===== src/rtl/mem_arbiter.sv =====
// mem_arbiter: two-requester arbiter (instruction fetch, data load/store) in
// front of one shared single-port memory. Only one access is outstanding at a
// time. Data normally wins, but a fetch that keeps waiting is granted after
// MAX_STREAK consecutive data grants.
//
// Ports
//   clk, rst_n          clock, asynchronous active-low reset
//   if_req/if_addr      fetch request (held until if_done) and address
//   if_done/if_rdata    one-cycle fetch completion pulse and fetched word
//   d_req/d_we/d_addr/d_wdata  data request (held until d_done), 1 = store
//   d_done/d_rdata      one-cycle data completion pulse and load data
//   mem_req/mem_we/mem_addr/mem_wdata  memory request, stable while mem_req=1
//   mem_ready/mem_rdata memory completion strobe and read data
//   busy                high whenever the FSM is not idle
module mem_arbiter #(
  parameter int unsigned ADDR_W     = 32,
  parameter int unsigned DATA_W     = 32,
  parameter int unsigned MAX_STREAK = 3
) (
  input  logic              clk,
  input  logic              rst_n,
  input  logic              if_req,
  input  logic [ADDR_W-1:0] if_addr,
  output logic              if_done,
  output logic [DATA_W-1:0] if_rdata,
  input  logic              d_req,
  input  logic              d_we,
  input  logic [ADDR_W-1:0] d_addr,
  input  logic [DATA_W-1:0] d_wdata,
  output logic              d_done,
  output logic [DATA_W-1:0] d_rdata,
  output logic              mem_req,
  output logic              mem_we,
  output logic [ADDR_W-1:0] mem_addr,
  output logic [DATA_W-1:0] mem_wdata,
  input  logic              mem_ready,
  input  logic [DATA_W-1:0] mem_rdata,
  output logic              busy
);

  localparam int unsigned STREAK_W = 4;
  localparam logic [STREAK_W-1:0] STREAK_MAX = STREAK_W'(MAX_STREAK);

  typedef enum logic [1:0] {
    IDLE     = 2'd0,
    SERVE_IF = 2'd1,
    SERVE_D  = 2'd2
  } state_e;

  state_e              state_q,     state_d;
  logic                mem_req_q,   mem_req_d;
  logic                mem_we_q,    mem_we_d;
  logic [ADDR_W-1:0]   mem_addr_q,  mem_addr_d;
  logic [DATA_W-1:0]   mem_wdata_q, mem_wdata_d;
  logic                if_done_q,   if_done_d;
  logic                d_done_q,    d_done_d;
  logic [DATA_W-1:0]   if_rdata_q,  if_rdata_d;
  logic [DATA_W-1:0]   d_rdata_q,   d_rdata_d;
  logic [STREAK_W-1:0] streak_q,    streak_d;
  logic                busy_q,      busy_d;

  // A done cycle carries the finishing requester's stale request; no grant is
  // made in it, so that requester is masked and arbitration resumes next cycle.
  // This also lets a continuously held data requester build up its streak.
  logic arb_en;
  assign arb_en = !(if_done_q || d_done_q);

  // Next-state, arbitration and transaction bookkeeping
  always_comb begin
    state_d     = state_q;
    mem_req_d   = mem_req_q;
    mem_we_d    = mem_we_q;
    mem_addr_d  = mem_addr_q;
    mem_wdata_d = mem_wdata_q;
    if_done_d   = 1'b0;
    d_done_d    = 1'b0;
    if_rdata_d  = if_rdata_q;
    d_rdata_d   = d_rdata_q;
    streak_d    = streak_q;

    case (state_q)
      IDLE: begin
        if (arb_en) begin
          if (d_req && !(if_req && (streak_q == STREAK_MAX))) begin
            state_d     = SERVE_D;
            mem_req_d   = 1'b1;
            mem_we_d    = d_we;
            mem_addr_d  = d_addr;
            mem_wdata_d = d_wdata;
            // Streak only counts data grants that made a fetch wait
            if (!if_req) begin
              streak_d = '0;
            end else if (streak_q != STREAK_MAX) begin
              streak_d = streak_q + STREAK_W'(1);
            end
          end else if (if_req) begin
            state_d     = SERVE_IF;
            mem_req_d   = 1'b1;
            mem_we_d    = 1'b0;
            mem_addr_d  = if_addr;
            mem_wdata_d = '0;
            streak_d    = '0;
          end
        end
      end

      SERVE_IF: begin
        if (mem_ready) begin
          state_d    = IDLE;
          mem_req_d  = 1'b0;
          mem_we_d   = 1'b0;
          if_done_d  = 1'b1;
          if_rdata_d = mem_rdata;
        end
      end

      SERVE_D: begin
        if (mem_ready) begin
          state_d   = IDLE;
          mem_req_d = 1'b0;
          mem_we_d  = 1'b0;
          d_done_d  = 1'b1;
          // Stores complete without touching the load data register
          if (!mem_we_q) begin
            d_rdata_d = mem_rdata;
          end
        end
      end

      default: begin
        state_d   = IDLE;
        mem_req_d = 1'b0;
        mem_we_d  = 1'b0;
      end
    endcase

    busy_d = (state_d != IDLE);
  end

  // State and output registers; reset aborts any access without a done pulse
  always_ff @(posedge clk or negedge rst_n) begin
    if (!rst_n) begin
      state_q     <= IDLE;
      mem_req_q   <= 1'b0;
      mem_we_q    <= 1'b0;
      mem_addr_q  <= '0;
      mem_wdata_q <= '0;
      if_done_q   <= 1'b0;
      d_done_q    <= 1'b0;
      if_rdata_q  <= '0;
      d_rdata_q   <= '0;
      streak_q    <= '0;
      busy_q      <= 1'b0;
    end else begin
      state_q     <= state_d;
      mem_req_q   <= mem_req_d;
      mem_we_q    <= mem_we_d;
      mem_addr_q  <= mem_addr_d;
      mem_wdata_q <= mem_wdata_d;
      if_done_q   <= if_done_d;
      d_done_q    <= d_done_d;
      if_rdata_q  <= if_rdata_d;
      d_rdata_q   <= d_rdata_d;
      streak_q    <= streak_d;
      busy_q      <= busy_d;
    end
  end

  assign mem_req   = mem_req_q;
  assign mem_we    = mem_we_q;
  assign mem_addr  = mem_addr_q;
  assign mem_wdata = mem_wdata_q;
  assign if_done   = if_done_q;
  assign d_done    = d_done_q;
  assign if_rdata  = if_rdata_q;
  assign d_rdata   = d_rdata_q;
  assign busy      = busy_q;

endmodule


===== config.mk =====
export PLATFORM = sky130hd
export DESIGN_NAME = mem_arbiter
export DESIGN_NICKNAME = d
export VERILOG_FILES = /design/src/rtl/mem_arbiter.sv
export SDC_FILE = /design/constraint.sdc
export NUM_CORES = 1
export LEC_CHECK = 0
export BUFFER_PORTS_ARGS = -buffer_cell sky130_fd_sc_hd__buf_2
export CORE_ASPECT_RATIO = 1.25
export CORE_MARGIN = 2
export CORE_UTILIZATION = 46
export DETAILED_ROUTE_END_ITERATION = 8
export PLACE_DENSITY = 0.8
export SLEW_MARGIN = 20
export SYNTH_ARGS = -nofsm -noshare
export SYNTH_HDL_FRONTEND = slang
export SYNTH_SLANG_ARGS = --single-unit

===== constraint.sdc =====
create_clock -name clk -period 1.93 [get_ports clk]
set_input_delay 0.0965 -clock clk [delete_from_list [all_inputs] [get_ports clk]]
set_output_delay 0.0965 -clock clk [all_outputs]
set_load 0.05 [all_outputs]

==> results of run 1 <==
## kinds of logic after synthesis
family	synth area share [%]
simple gates	7.55
fa+ha+maj	1.12
flops	62.2
mux	13.1
compound gates	12.6
buf+inv	3.40
## registers in the layout (all words and copies together), names as in the netlist
register,cells
mem_req,1
state_q,2
mem_addr,32
busy,1
if_rdata,32
d_done,1
mem_wdata,32
mem_we,1
d_rdata,32
if_done,1
streak_q,4
## worst min-delay path by stage
| stage | startpoint | end | slack [ns] | cells after the start |
|---|---|---|---|---|
| final | d_addr[29] | mem_addr[29] | 0.009 | 3 |
| after global routing | d_addr[11] | mem_addr[11] | 0.002 | 3 |
| after CTS | d_addr[4] | mem_addr[4] | 0.001 | 3 |
| after detailed placement | rst_n | if_rdata[4] | -0.02 | 1 |
| after global placement | rst_n | if_rdata[8] | -0.03 | 1 |
| after floorplan | rst_n | busy | -0.20 | 0 |
## layout make-up
cell class                 count  area [um^2]  area share [%]
sequential                   139         3480            39.4
tap                          164          205            2.33
inverter                       4         15.0           0.170
antenna                        2         5.00          0.0567
multi-input combinational    270         1930            21.9
clock inverter                14          163            1.84
clock buffer                  18          429            4.86
timing repair buffer         388         2590            29.4
## placed cells by master, fill, tap and decap left out, drive strengths merged, types with 3 or more instances in the layout
cell / n
buf: 278
dfrtp: 139
dlygate4sd3: 110
a21oi: 65
mux2: 65
nor2: 37
nand2: 36
a22o: 34
clkbuf: 18
inv: 9
clkinv: 6
ha: 5
nand4: 3
nand3: 3
## power groups by stage
stage | clock network [mW] | registers [mW] | logic, mW
after global routing | 3.43 | 5.28 | 10.5
after CTS | 3.28 | 5.08 | 9.90
after global placement | 0 | 5.03 | 9.48
after floorplan | 0 | 9.75 | 2.66
after detailed placement | 0 | 5.10 | 9.72
final | 3.23 | 5.13 | 10.1
## per-stage QoR
stage,instance area [um^2],util [%]
finish,8820,73.6
global placement,7110,59.3
global route,8820,73.5
floorplan,5590,-
detailed placement,7110,59.3
CTS,8810,73.4
## cell usage after synthesis (all sizes together), types with 3 or more instances
library cell / count / share of area [%]
dfrtp: 139 / 62
a21oi: 65 / 5.8
mux2: 65 / 13
nor2: 37 / 2.5
nand2: 36 / 2.4
a22o: 34 / 5.3
buf: 25 / 2.8
clkbuf: 5 / 0.34
ha: 5 / 1.1
inv: 4 / 0.27
nand3: 3 / 0.27
nand4: 3 / 0.34
## layer usage
metal | GRT usage, % | share of wire [%]
met2 | 46.9 | 51
met3 | 7.82 | 8.1
met4 | 15.5 | 3.8
met5 | 0 | 0
met1 | 29.1 | 37
## critical path: stages (launching register included)
cell and delay (ns):
dfrtp_1 0.44, inv_1 0.10, ha_1 0.32, nand3b_4 0.14, buf_6 0.40, a21oi_1 0.11
a21oi_1 0.21
## what timing repair did
item                                   4_1_cts  5_1_grt
endpoints found under the hold margin      267        0
setup endpoints to repair                    1       36
resized for setup                            1        3
buffers inserted                             0        0
hold buffers                               110        0
==> impl_results.md, run 1 <==
* Clock Latency Late Sink at 0.41 ns
* Minimum clock period at 1.81 ns
* Worst Path Class, Setup: register to register
* Worst Setup SP: state_q[0]
* Req. time, crit path at 2.25 ns
* Cell Rows at 45
* Number of port buffers at 266
* Placed insts at 855
* Routed vias at 5262
* CTS tree: yes
* Mean Syn Cell Area at 12.6 um^2
* Final WS setup at 0.118 ns
* Max-cap viol count at 0
* Slew @ Worst Pin at 0.469 ns
* Final Setup Violations at 0
* Net Sw Frac at 50.8%
* Residual DRC count at 0
* Cell Count, Final, Fillers Out at 999
* Sequential power share at 27.9%
* Peak VDD IR at 1.49 mV
* Clk network pwr share at 17.5%
* TritonCTS Sinks at 139
* CP endpoint: mem_addr[12]
* Overall power at 18.4 mW
* Reg-to-reg slack, setup at 0.12 ns
* Fill count at 727
* Die height at 127 um
* Mapped Cells at 443
* Area growth, synth to finish at 57.9%
* Routed wire length at 18000 um
* Overall routing resource usage at 27.1%
* Maximum clock path buffer count at 2
* TNS Setup at 0 ns
* DRT iter0 DRCs at 220
* Yosys warnings at 0
* H-tree Lvls at 4
* FF-to-FF path depth at 6
* Die area at 13100 um^2
* Status: finished, final reports clean
* Yosys reg bits at 139
* Worst R2R Start: state_q[0]
* Seq/Total Area, Yosys at 62.2%
* Leak at 4.38 nW
* Switching pwr at 9.34 mW
* Internal cell power at 9.06 mW
* Comb power frac at 54.6%
* Crit path max fanout at 60
* Total CTS buffers at 17
* FFs w/ async S/R, synth at 100%
* Power Dens Cells at 2090 nW/um^2
* Nets at 959
* Core region area at 12000 um^2
* Largest net degree at the start of global routing at 69
* Die W at 103 um
* Post-synth cell types at 33
* Worst Skew at 0.0105 ns
* Layout cells sized above 1 at 45.7%
* Global-route wire length before repair at 27300 um
* Placer congestion estimate at 0.835
* RSZ-0062 raised after global routing: no
* Initial Utilization at 46.6%
* GRT overflow at 0
* Slew Limit Fails at 0
* Final period util at 93.9%
* Drt first pass iters at 4
* Critical Path End Type: register
* Vias in the first global route at 5624
* Drt via density at 5.27
* Startpoint Class: register
* CTS clk-pin slew, worst paths at 0.07 ns
* WHS at 0.00930 ns
* Critical Path AT at 2.13 ns
* Final Hold Fails at 0
* Worst hold path type: input pin to register
* Syn Nets at 582
* Antenna Nets Post-Route at 0
* Most common flop cell mapped by yosys: dfrtp_1
* Antenna violations before repair at 1
* CTS root buffer: clkbuf_16
* Wirelength per Cell at 18.0 um
* IO Pins at 267
* DP Worst Slack at 0.0213 ns
* Fmax at 552 MHz
* Post-synth EDFFs at 0
* DPL Wire Length at 10600 um
* Slew headroom at 68.7%
* Worst reg2reg path endpoint: mem_addr[12]
* Synth Cell Area at 5590 um^2
Power figures use the tool's default switching activity.
==> run 2, diff against run 1 <==
Settings changed: ABC_AREA from default to 1.
==> impl_results.md, run 2 <==
* Worst Setup SP: streak_q[0]
* Power Dens Cells at 1900 nW/um^2
* GRT overflow at 0
* Vias in the first global route at 5994
* Commonest non-fill, non-tap cell in the layout: buf_2
* Worst Skew at 0.00769 ns
* Post-synth top cells: 139 x dfrtp_1, 118 x nand2_1, 101 x o21ai_0
* Post-route cell area at 8870 um^2
* Maximum clock path buffer count at 2
* Critical Path AT at 2.14 ns
* Number of port buffers at 266
* CTS clk-pin slew, worst paths at 0.06 ns
* Worst hold stages at 3
* Leak at 4.74 nW
* Drt via density at 5.33
* Cell Count, Final, Fillers Out at 1121
* TritonCTS Sinks at 139
* Nets at 1084
* FF-to-FF path depth at 9
* Antenna violations before repair at 2
* Hold Crit Start: if_addr[1]
* Slew @ Worst Pin at 0.451 ns
* Critical Path End Type: register
* Clock Latency Late Sink at 0.41 ns
* Area growth, synth to finish at 59.4%
* Most common flop cell mapped by yosys: dfrtp_1
* DP Worst Slack at 0.146 ns
* Placed insts at 962
* Worst Path Class, Setup: register to register
* Worst R2R Start: streak_q[0]
* Final Hold Fails at 0
* Fmax at 547 MHz
* Most frequent cell after synthesis: dfrtp_1
* Minimum clock period at 1.83 ns
* Worst hold path type: input pin to register
* Area after DPL at 7080 um^2
* Yosys top cell area share at 62.5%
* Layout cells sized above 1 at 33.3%
* Fill count at 698
* RSZ-0062 raised after global routing: no
* Wirelength per Cell at 18.2 um
* FFs w/ async S/R, synth at 100%
* Core region area at 11700 um^2
* Max-cap viol count at 0
* Startpoint Class: register
* Final Core Density at 75.7%
* Overall power at 16.9 mW
* Placer congestion estimate at 0.800
* Most frequent cells in the layout: 265 x buf_2, 139 x dfrtp_1, 125 x dlygate4sd3_1, 116 x nand2_1, 101 x o21ai_0
* Area contributors post-synth: dfrtp_1 63%, o21ai_0 9.1%, nand2_1 8.0%, a22o_1 5.0%, inv_1 3.0%
* Worst hold endpoint: mem_addr[1]
* Final WS setup at 0.102 ns
* Overall routing resource usage at 31.6%
* Initial Utilization at 47.5%
* Routed vias at 5975
* Routed wire length at 20400 um
* Post-synth cell types at 26
* Reg-to-reg slack, setup at 0.10 ns
* Setup Fix Bufs, Post-CTS at 0
* Largest net degree at the start of global routing at 66
* Seq/Total Area, Yosys at 62.5%
* WHS at 0.0305 ns
* IO Pins at 267
* Die height at 127 um
* Cell taking the most area after synthesis: dfrtp_1
* Post-synth EDFFs at 0
* Total CTS buffers at 17
* Status: finished, final reports clean
* TNS Setup at 0 ns
* Req. time, crit path at 2.24 ns
* H-tree Lvls at 4
* Drt first pass iters at 5
* Syn Nets at 697
* Antenna Nets Post-Route at 0
* Yosys reg bits at 139
* Global-route wire length before repair at 31400 um
* Final period util at 94.7%
* Worst reg2reg path endpoint: mem_addr[17]
* Synth Cell Area at 5570 um^2
* Die W at 102 um
* Slew Limit Fails at 0
* Crit path max fanout at 26
* CTS tree: yes
* Slew headroom at 70.0%
* Peak VDD IR at 1.19 mV
* Mean Syn Cell Area at 9.97 um^2
* Yosys warnings at 0
* Mapped Cells at 558
* DPL Wire Length at 11100 um
* CTS root buffer: clkbuf_16
* Cell Rows at 44
* Final Setup Violations at 0
* Residual DRC count at 0
* Die area at 13000 um^2
* DRT iter0 DRCs at 367
run 2: changes by cell type in the layout (fill, tap and decap cells not counted), moves of 3 or more:
| cell | change |
|---|---|
| o21ai_0 | +100 |
| nand2_1 | +80 |
| a21oi_1 | -64 |
| mux2_2 | -64 |
| inv_1 | +41 |
| o21ai_1 | +30 |
| dlygate4sd3_1 | +15 |
| clkinv_2 | +5 |
| buf_4 | -4 |
| nand2_2 | +4 |
| nand4_1 | -3 |
run 2: power breakdown:
group	switching [mW]	internal [mW]	total, mW
clock	1.27	1.67	2.94
combinational	6.84	2.10	8.95
sequential	0.786	4.20	4.99
run 2: how the worst max path moves through the flow:
stage               slack, ns      endpoint  cells past startpoint
finish                   0.10  mem_addr[17]                      9
global route            0.005  mem_addr[31]                      6
CTS                      0.13   mem_addr[0]                      6
floorplan                0.37  mem_addr[14]                      6
detailed placement       0.15   mem_addr[0]                      6
global placement         0.25   streak_q[3]                      7
run 2: cell families after synthesis:
family / count (synthesis) / synth area share, %
fa+ha+maj: 5 / 1.12
simple gates: 166 / 12.1
compound gates: 166 / 17.2
mux: 1 / 0.180
buf+inv: 80 / 6.68
flops: 139 / 62.5
xor+xnor: 1 / 0.157
run 2: final cells by class:
cell class	instances	area (um^2)	share of cell area, %
Clock buffer	18	439	4.95
Sequential cell	139	3480	39.2
Inverter	48	188	2.12
Antenna cell	2	5.00	0.0564
Clock inverter	14	96.3	1.09
Multi-Input combinational cell	339	1720	19.4
Timing Repair Buffer	400	2740	30.9
Tap cell	161	201	2.27
run 2: critical path: stages, from the launching register on:
cell	delay, ns
dfrtp_1	0.41
ha_1	0.24
nand2_1	0.06
inv_1	0.04
nand2_2	0.07
nand2_4	0.14
inv_2	0.21
buf_12	0.20
o21ai_0	0.12
o21ai_1	0.23
run 2: per-layer routing:
metal	GRT usage [%]	vias to the layer above	share of wire (%)
li1	-	2617	-
met1	36.2	2848	36
met2	52.4	425	49
met3	10.2	85	10
met4	16.3	0	4.8
met5	0	-	0
run 2: what timing repair did:
| action | in CTS | in global routing |
|---|---|---|
| hold buffers | 125 | 0 |
| gates resized for setup | 0 | 2 |
| endpoints found under the hold margin | 173 | 0 |
| endpoints found under the setup margin | 0 | 17 |
